$ cat src/rtl/hdbn_pkg.sv
// Shared types and constants for the HDBn / AMI line encoder.
package hdbn_pkg;

   // Symbol type carried through the delay line and onto out_code.
   typedef enum logic [1:0] {
      ZERO   = 2'b00,
      MARK   = 2'b01,
      BPULSE = 2'b10,
      VPULSE = 2'b11
   } sym_t;

   // Dual-rail ternary encodings as {p, n}.
   localparam logic [1:0] RAIL_ZERO = 2'b00;
   localparam logic [1:0] RAIL_POS  = 2'b10;
   localparam logic [1:0] RAIL_NEG  = 2'b01;

   // Map a pulse polarity (1 = positive) onto the dual-rail pair.
   function automatic logic [1:0] rail_of(input logic pol);
      return pol ? RAIL_POS : RAIL_NEG;
   endfunction

endpackage

$ cat src/rtl/hdbn_polar_stage.sv
// Output polarity stage: turns a symbol type into a dual-rail pulse,
// tracking the polarity of the last non-zero pulse.
module hdbn_polar_stage
   import hdbn_pkg::*;
(
   input  logic       clk,
   input  logic       reset_n,
   input  logic       i_en,
   input  sym_t       i_sym,
   output logic       o_p,
   output logic       o_n,
   output logic [1:0] o_code
);

   logic       r_last_pol;   // 1 = last pulse positive, 0 = negative
   logic [1:0] r_rail;
   sym_t       r_code;

   logic       w_flip;
   logic       w_pol;
   logic [1:0] w_rail;

   // Marks and B pulses alternate polarity; V repeats the last polarity.
   always_comb begin
      w_flip = (i_sym == MARK) || (i_sym == BPULSE);
      w_pol  = w_flip ? ~r_last_pol : r_last_pol;
      w_rail = (i_sym == ZERO) ? RAIL_ZERO : rail_of(w_pol);
   end

   // Register the emitted pulse and polarity history; hold when not enabled.
   always_ff @(posedge clk or negedge reset_n) begin
      if (!reset_n) begin
         r_last_pol <= 1'b0;
         r_rail     <= RAIL_ZERO;
         r_code     <= ZERO;
      end else if (i_en) begin
         r_last_pol <= w_pol;
         r_rail     <= w_rail;
         r_code     <= i_sym;
      end
   end

   assign o_p    = r_rail[1];
   assign o_n    = r_rail[0];
   assign o_code = r_code;

endmodule

$ cat src/rtl/hdbn_line_encoder.sv
// HDBn / AMI line encoder: NRZ bits in, dual-rail ternary symbols out,
// with ZRUN accepted bits of latency so zero runs can be rewritten in place.
module hdbn_line_encoder
   import hdbn_pkg::*;
#(
   parameter int unsigned ZRUN     = 4,
   parameter bit          DEF_MODE = 1'b1
) (
   input  logic       clk,
   input  logic       reset_n,
   input  logic       in_valid,
   input  logic       in_bit,
   input  logic       mode,
   output logic       out_valid,
   output logic       out_p,
   output logic       out_n,
   output logic [1:0] out_code
);

   localparam int unsigned CW = $clog2(ZRUN + 1);
   localparam logic [CW-1:0] C_ZRUN    = CW'(ZRUN);
   localparam logic [CW-1:0] C_ZRUN_M1 = CW'(ZRUN - 1);

   // r_dl[0] is the newest symbol, r_dl[ZRUN-1] the next one to leave.
   sym_t          r_dl      [ZRUN];
   sym_t          w_dl_next [ZRUN];

   logic [CW-1:0] r_zcnt;
   logic [CW-1:0] r_fill;
   logic          r_parity;
   logic          r_mode;
   logic          r_out_valid;

   logic [CW-1:0] w_zbase;
   logic [CW-1:0] w_zcnt_next;
   logic          w_parity_next;
   logic          w_subst;
   logic          w_fill_full;
   logic          w_emit;

   // Next delay-line contents, zero-run count and parity for the incoming bit.
   always_comb begin
      // A mode change restarts the zero-run count with this bit.
      w_zbase     = (mode != r_mode) ? '0 : r_zcnt;
      w_subst     = mode && !in_bit && (w_zbase == C_ZRUN_M1);

      w_zcnt_next = w_zbase;
      if (in_bit || w_subst) begin
         w_zcnt_next = '0;
      end else if (w_zbase != C_ZRUN) begin
         w_zcnt_next = w_zbase + 1'b1;
      end

      w_parity_next = w_subst ? 1'b0 : (r_parity ^ in_bit);

      w_dl_next[0] = in_bit ? MARK : ZERO;
      for (int unsigned i = 1; i < ZRUN; i++) begin
         w_dl_next[i] = r_dl[i-1];
      end

      // The run being replaced is exactly ZRUN long, so after the shift it
      // fills the whole delay line: oldest zero at ZRUN-1, this bit at 0.
      if (w_subst) begin
         for (int unsigned i = 0; i < ZRUN; i++) begin
            w_dl_next[i] = ZERO;
         end
         w_dl_next[0] = VPULSE;
         if (!r_parity) begin
            w_dl_next[ZRUN-1] = BPULSE;
         end
      end

      w_fill_full = (r_fill == C_ZRUN);
      w_emit      = in_valid && w_fill_full;
   end

   // Input-side state advances only on accepted bits.
   always_ff @(posedge clk or negedge reset_n) begin
      if (!reset_n) begin
         for (int unsigned i = 0; i < ZRUN; i++) begin
            r_dl[i] <= ZERO;
         end
         r_zcnt   <= '0;
         r_fill   <= '0;
         r_parity <= 1'b0;
         r_mode   <= DEF_MODE;
      end else if (in_valid) begin
         for (int unsigned i = 0; i < ZRUN; i++) begin
            r_dl[i] <= w_dl_next[i];
         end
         r_zcnt   <= w_zcnt_next;
         r_parity <= w_parity_next;
         r_mode   <= mode;
         if (!w_fill_full) begin
            r_fill <= r_fill + 1'b1;
         end
      end
   end

   // One-cycle strobe for each symbol leaving a full delay line.
   always_ff @(posedge clk or negedge reset_n) begin
      if (!reset_n) begin
         r_out_valid <= 1'b0;
      end else begin
         r_out_valid <= w_emit;
      end
   end

   hdbn_polar_stage u_polar (
      .clk     (clk),
      .reset_n (reset_n),
      .i_en    (w_emit),
      .i_sym   (r_dl[ZRUN-1]),
      .o_p     (out_p),
      .o_n     (out_n),
      .o_code  (out_code)
   );

   assign out_valid = r_out_valid;

endmodule

$ cat config.mk
export PLATFORM = sky130hd
export DESIGN_NAME = hdbn_line_encoder
export DESIGN_NICKNAME = d
export VERILOG_FILES = /design/src/rtl/hdbn_pkg.sv /design/src/rtl/hdbn_polar_stage.sv /design/src/rtl/hdbn_line_encoder.sv
export SDC_FILE = /design/constraint.sdc
export NUM_CORES = 1
export LEC_CHECK = 0
export ABC_AREA = 1
export CAP_MARGIN = 20
export CORE_MARGIN = 5
export CORE_UTILIZATION = 50
export CTS_BUF_LIST = sky130_fd_sc_hd__clkbuf_4
export CTS_CLUSTER_SIZE = 30
export DETAILED_ROUTE_END_ITERATION = 10
export MAX_ROUTING_LAYER = met4
export PLACE_DENSITY = 0.71
export SYNTH_ARGS = -nofsm -noshare
export SYNTH_HDL_FRONTEND = slang
export SYNTH_SLANG_ARGS = --single-unit
$ cat constraint.sdc
create_clock -name clk -period 2.1 [get_ports clk]
set_input_delay 0.21 -clock clk [delete_from_list [all_inputs] [get_ports clk]]
set_output_delay 0.21 -clock clk [all_outputs]
set_load 0.02 [all_outputs]
==> metrics.md <==
| Metric | Value |
|---|---|
| Biggest fanout along the worst timing path | 5 |
| Post-synth EDFFs | 0 |
| Initial Utilization | 53.5% |
| Row Count | 16 |
| Post-Syn Area per Cell | 9.55 um2 |
| Initial antenna violation count | 0 |
| Max-Cap Viols | 0 |
| Final setup fails | 0 |
| Diode count | 0 |
| Resized Gates After CTS | 0 |
| CTS Buf Count | 3 |
| Root buffer cell | clkbuf_4 |
| Tot GR Track Use | 11.8% |
| Period minus WS final | 1.78 ns |
| First-pass GRT wire length | 2.94 mm |
| Final net count | 136 |
| Clk sinks | 22 |
| Peak Freq | 0.562 GHz |
| Final hold viol count | 0 |
| Input/output buffers | 9 |
| Status | complete, no violations |
| R2R depth | 9 |
| Die area | 3140 um2 |
| DR WL/cell | 10.8 um |
| Area Growth Syn to Fin | 14.4% |
| Seq cells post-synth | 22 |
| HPWL Detailed | 1.33 mm |
| Filler cells | 168 |
| Gpl congestion | 0.861 |
| Setup CP Type | reg -> reg |
| RR Startpoint | r_mode |
| Via Count | 750 |
| Mapped Area | 1060 um2 |
| GRT overflow | 0 |
| Rel. slew slack | 81.6% |
| CP arrival | 1.96 ns |
| Distinct cells, synth | 27 |
| Hold buffers post-CTS | 0 |
| RSZ-0062 raised after global routing | no |
| # IOs | 10 |
| Core Area | 1980 um2 |
| Post-CTS Setup Bufs | 0 |
| Synth area leaders | dfrtp_1 (50%), nand2_1 (8.9%), ha_1 (7.1%) |
| Cell type with the largest total area after synthesis | dfrtp_1 |
| Fin crit share | 84.8% |
| Top-count cell post-synth | nand2_1 |
| Number of global-route vias before repair | 709 |
| Htree depth | 1 |
| Synth Net Count | 122 |
| Setup crit start kind | register |
| Slew @ Worst Pin | 0.276 ns |
| Synth cell count leaders | nand2_1 (25), dfrtp_1 (21), inv_1 (17), ha_1 (6) |
| CP Cell Sequence | inv_1 -> nand2_1 -> nand2_2 -> nor2_1 -> ha_1 -> ha_1 -> nand3_2 -> nand2_1 -> o22ai_1 |
| Worst-Skew Late Latency | 0.29 ns |
| Non-filler instance count after layout | 151 |
| DR pass1 iterations | 4 |
| Setup TNS Final | 0 ns |
| Synth Flop Type | dfrtp_1 |
| Via-per-instance ratio | 4.97 |
| Share of cells above drive strength 1 | 16.1% |
| Syn. warnings | 0 |
| DIE WIDTH | 56.0 um |
| Total wire length | 1.63 mm |
| Die height | 56.0 um |
| Crit end category | register |
| Dpl cell area | 1180 um2 |
| CTS tree | done |
| Reg clk slew, reported paths | 0.11 ns |
| Worst Hold Class | in -> async |
| Residual DRC | 0 |
| Crit path required time | 2.28 ns |
| Share of the synthesized area in the top cell type | 49.6% |
| Seq/Total Area, Yosys | 52.1% |
| Critical Path Slowest Stage Cell | dfstp_2 |
| Final Cell Area | 1210 um2 |
| Leakage | 0.617 nW |
| Pin count of the biggest net entering global routing | 23 |
| Max Slew Vio Count | 0 |
| Reg-to-Reg End | r_dl[0] |
| Final ANT Viol Nets | 0 |
| Cells after Synth | 111 |
| Async SR Flop Fraction | 100% |
| Worst path bufs/invs | 1 |
| DP Cell Count | 147 |
| Layout Skew | 0.00289 ns |
| Fin util | 61.2% |
| Clock buffer depth | 2 |
| Hold slack | 0.264 ns |
| Worst stage delay on the critical path | 0.57 ns |
| R2r setup slk | 0.32 ns |
| DRT iter0 DRCs | 15 |
| Largest delay share family, worst path | simple AND/OR/NAND/NOR gates |
| PD cells | 961 nW/um2 |
| VDD IR max | 0.579 mV |
## power by group
| group | switching (mW) | internal [mW] |
|---|---|---|
| logic | 0.216 | 0.175 |
| registers | 0.0509 | 0.526 |
| clock network | 0.111 | 0.0866 |
| total | 0.378 | 0.787 |
## sequential cells by signal, summed over array words and instances, names as in the netlist
| name | cells |
|---|---|
| r_fill | 3 |
| r_parity | 1 |
| out_valid | 1 |
| u_polar.r_rail | 2 |
| u_polar.r_last_pol | 1 |
| u_polar.o_code | 2 |
| r_dl | 8 |
| r_zcnt | 3 |
| r_mode | 1 |
## through the flow
step / power, mW / setup WS (ns)
CTS: 1.18 / 0.332
global placement: 0.963 / 0.161
detailed placement: 0.984 / 0.0873
finish: 1.17 / 0.320
floorplan: 0.846 / 0.490
global route: 1.25 / 0.136
## cell type report
cell class | instances | area (um2) | share of cell area [%]
multi-input combinational | 67 | 414 | 34.2
timing repair buffer | 11 | 105 | 8.67
tap | 27 | 33.8 | 2.79
sequential | 22 | 552 | 45.5
clock buffer | 4 | 30.0 | 2.48
inverter | 20 | 77.6 | 6.40
## how the worst max path moves through the flow
stage / from / to / slack (ns) / cells past startpoint
2_1_floorplan: r_mode / r_dl[1] / 0.49 / 9
3_3_place_gp: mode / r_dl[1] / 0.16 / 10
3_5_place_dp: mode / r_zcnt[0] / 0.09 / 11
4_1_cts: r_mode / r_dl[1] / 0.33 / 9
5_1_grt: r_mode / r_dl[0] / 0.14 / 9
6_report: r_mode / r_dl[0] / 0.32 / 9
## metal layers
metal  routed length (um)  part of all wire (%)  global-route usage (%)
met5                    0                     0                       -
met4                   10                  0.61                    4.07
met3                   68                   4.2                    2.32
met2                  808                    50                    19.0
met1                  744                    46                    14.8
## kinds of logic after synthesis
kind of cell,synth area share (%)
flops,52.1
compound gates,10.2
xor+xnor,2.48
fa+ha+maj,7.08
buf+inv,8.85
simple gates,19.4
## layout by cell type (no fill, tap or decap), drive strengths merged
master / count
dfstp: 1
o22ai: 4
o211ai: 1
inv: 20
clkbuf: 4
o21ai: 8
nor2: 5
ha: 6
o21a: 1
buf: 2
nand3: 6
xor2: 2
a21oi: 2
xnor2: 1
dfrtp: 21
nand4: 1
nand2: 29
o211a: 1
clkdlybuf4s50: 9
(Power assumes the default switching activity.)
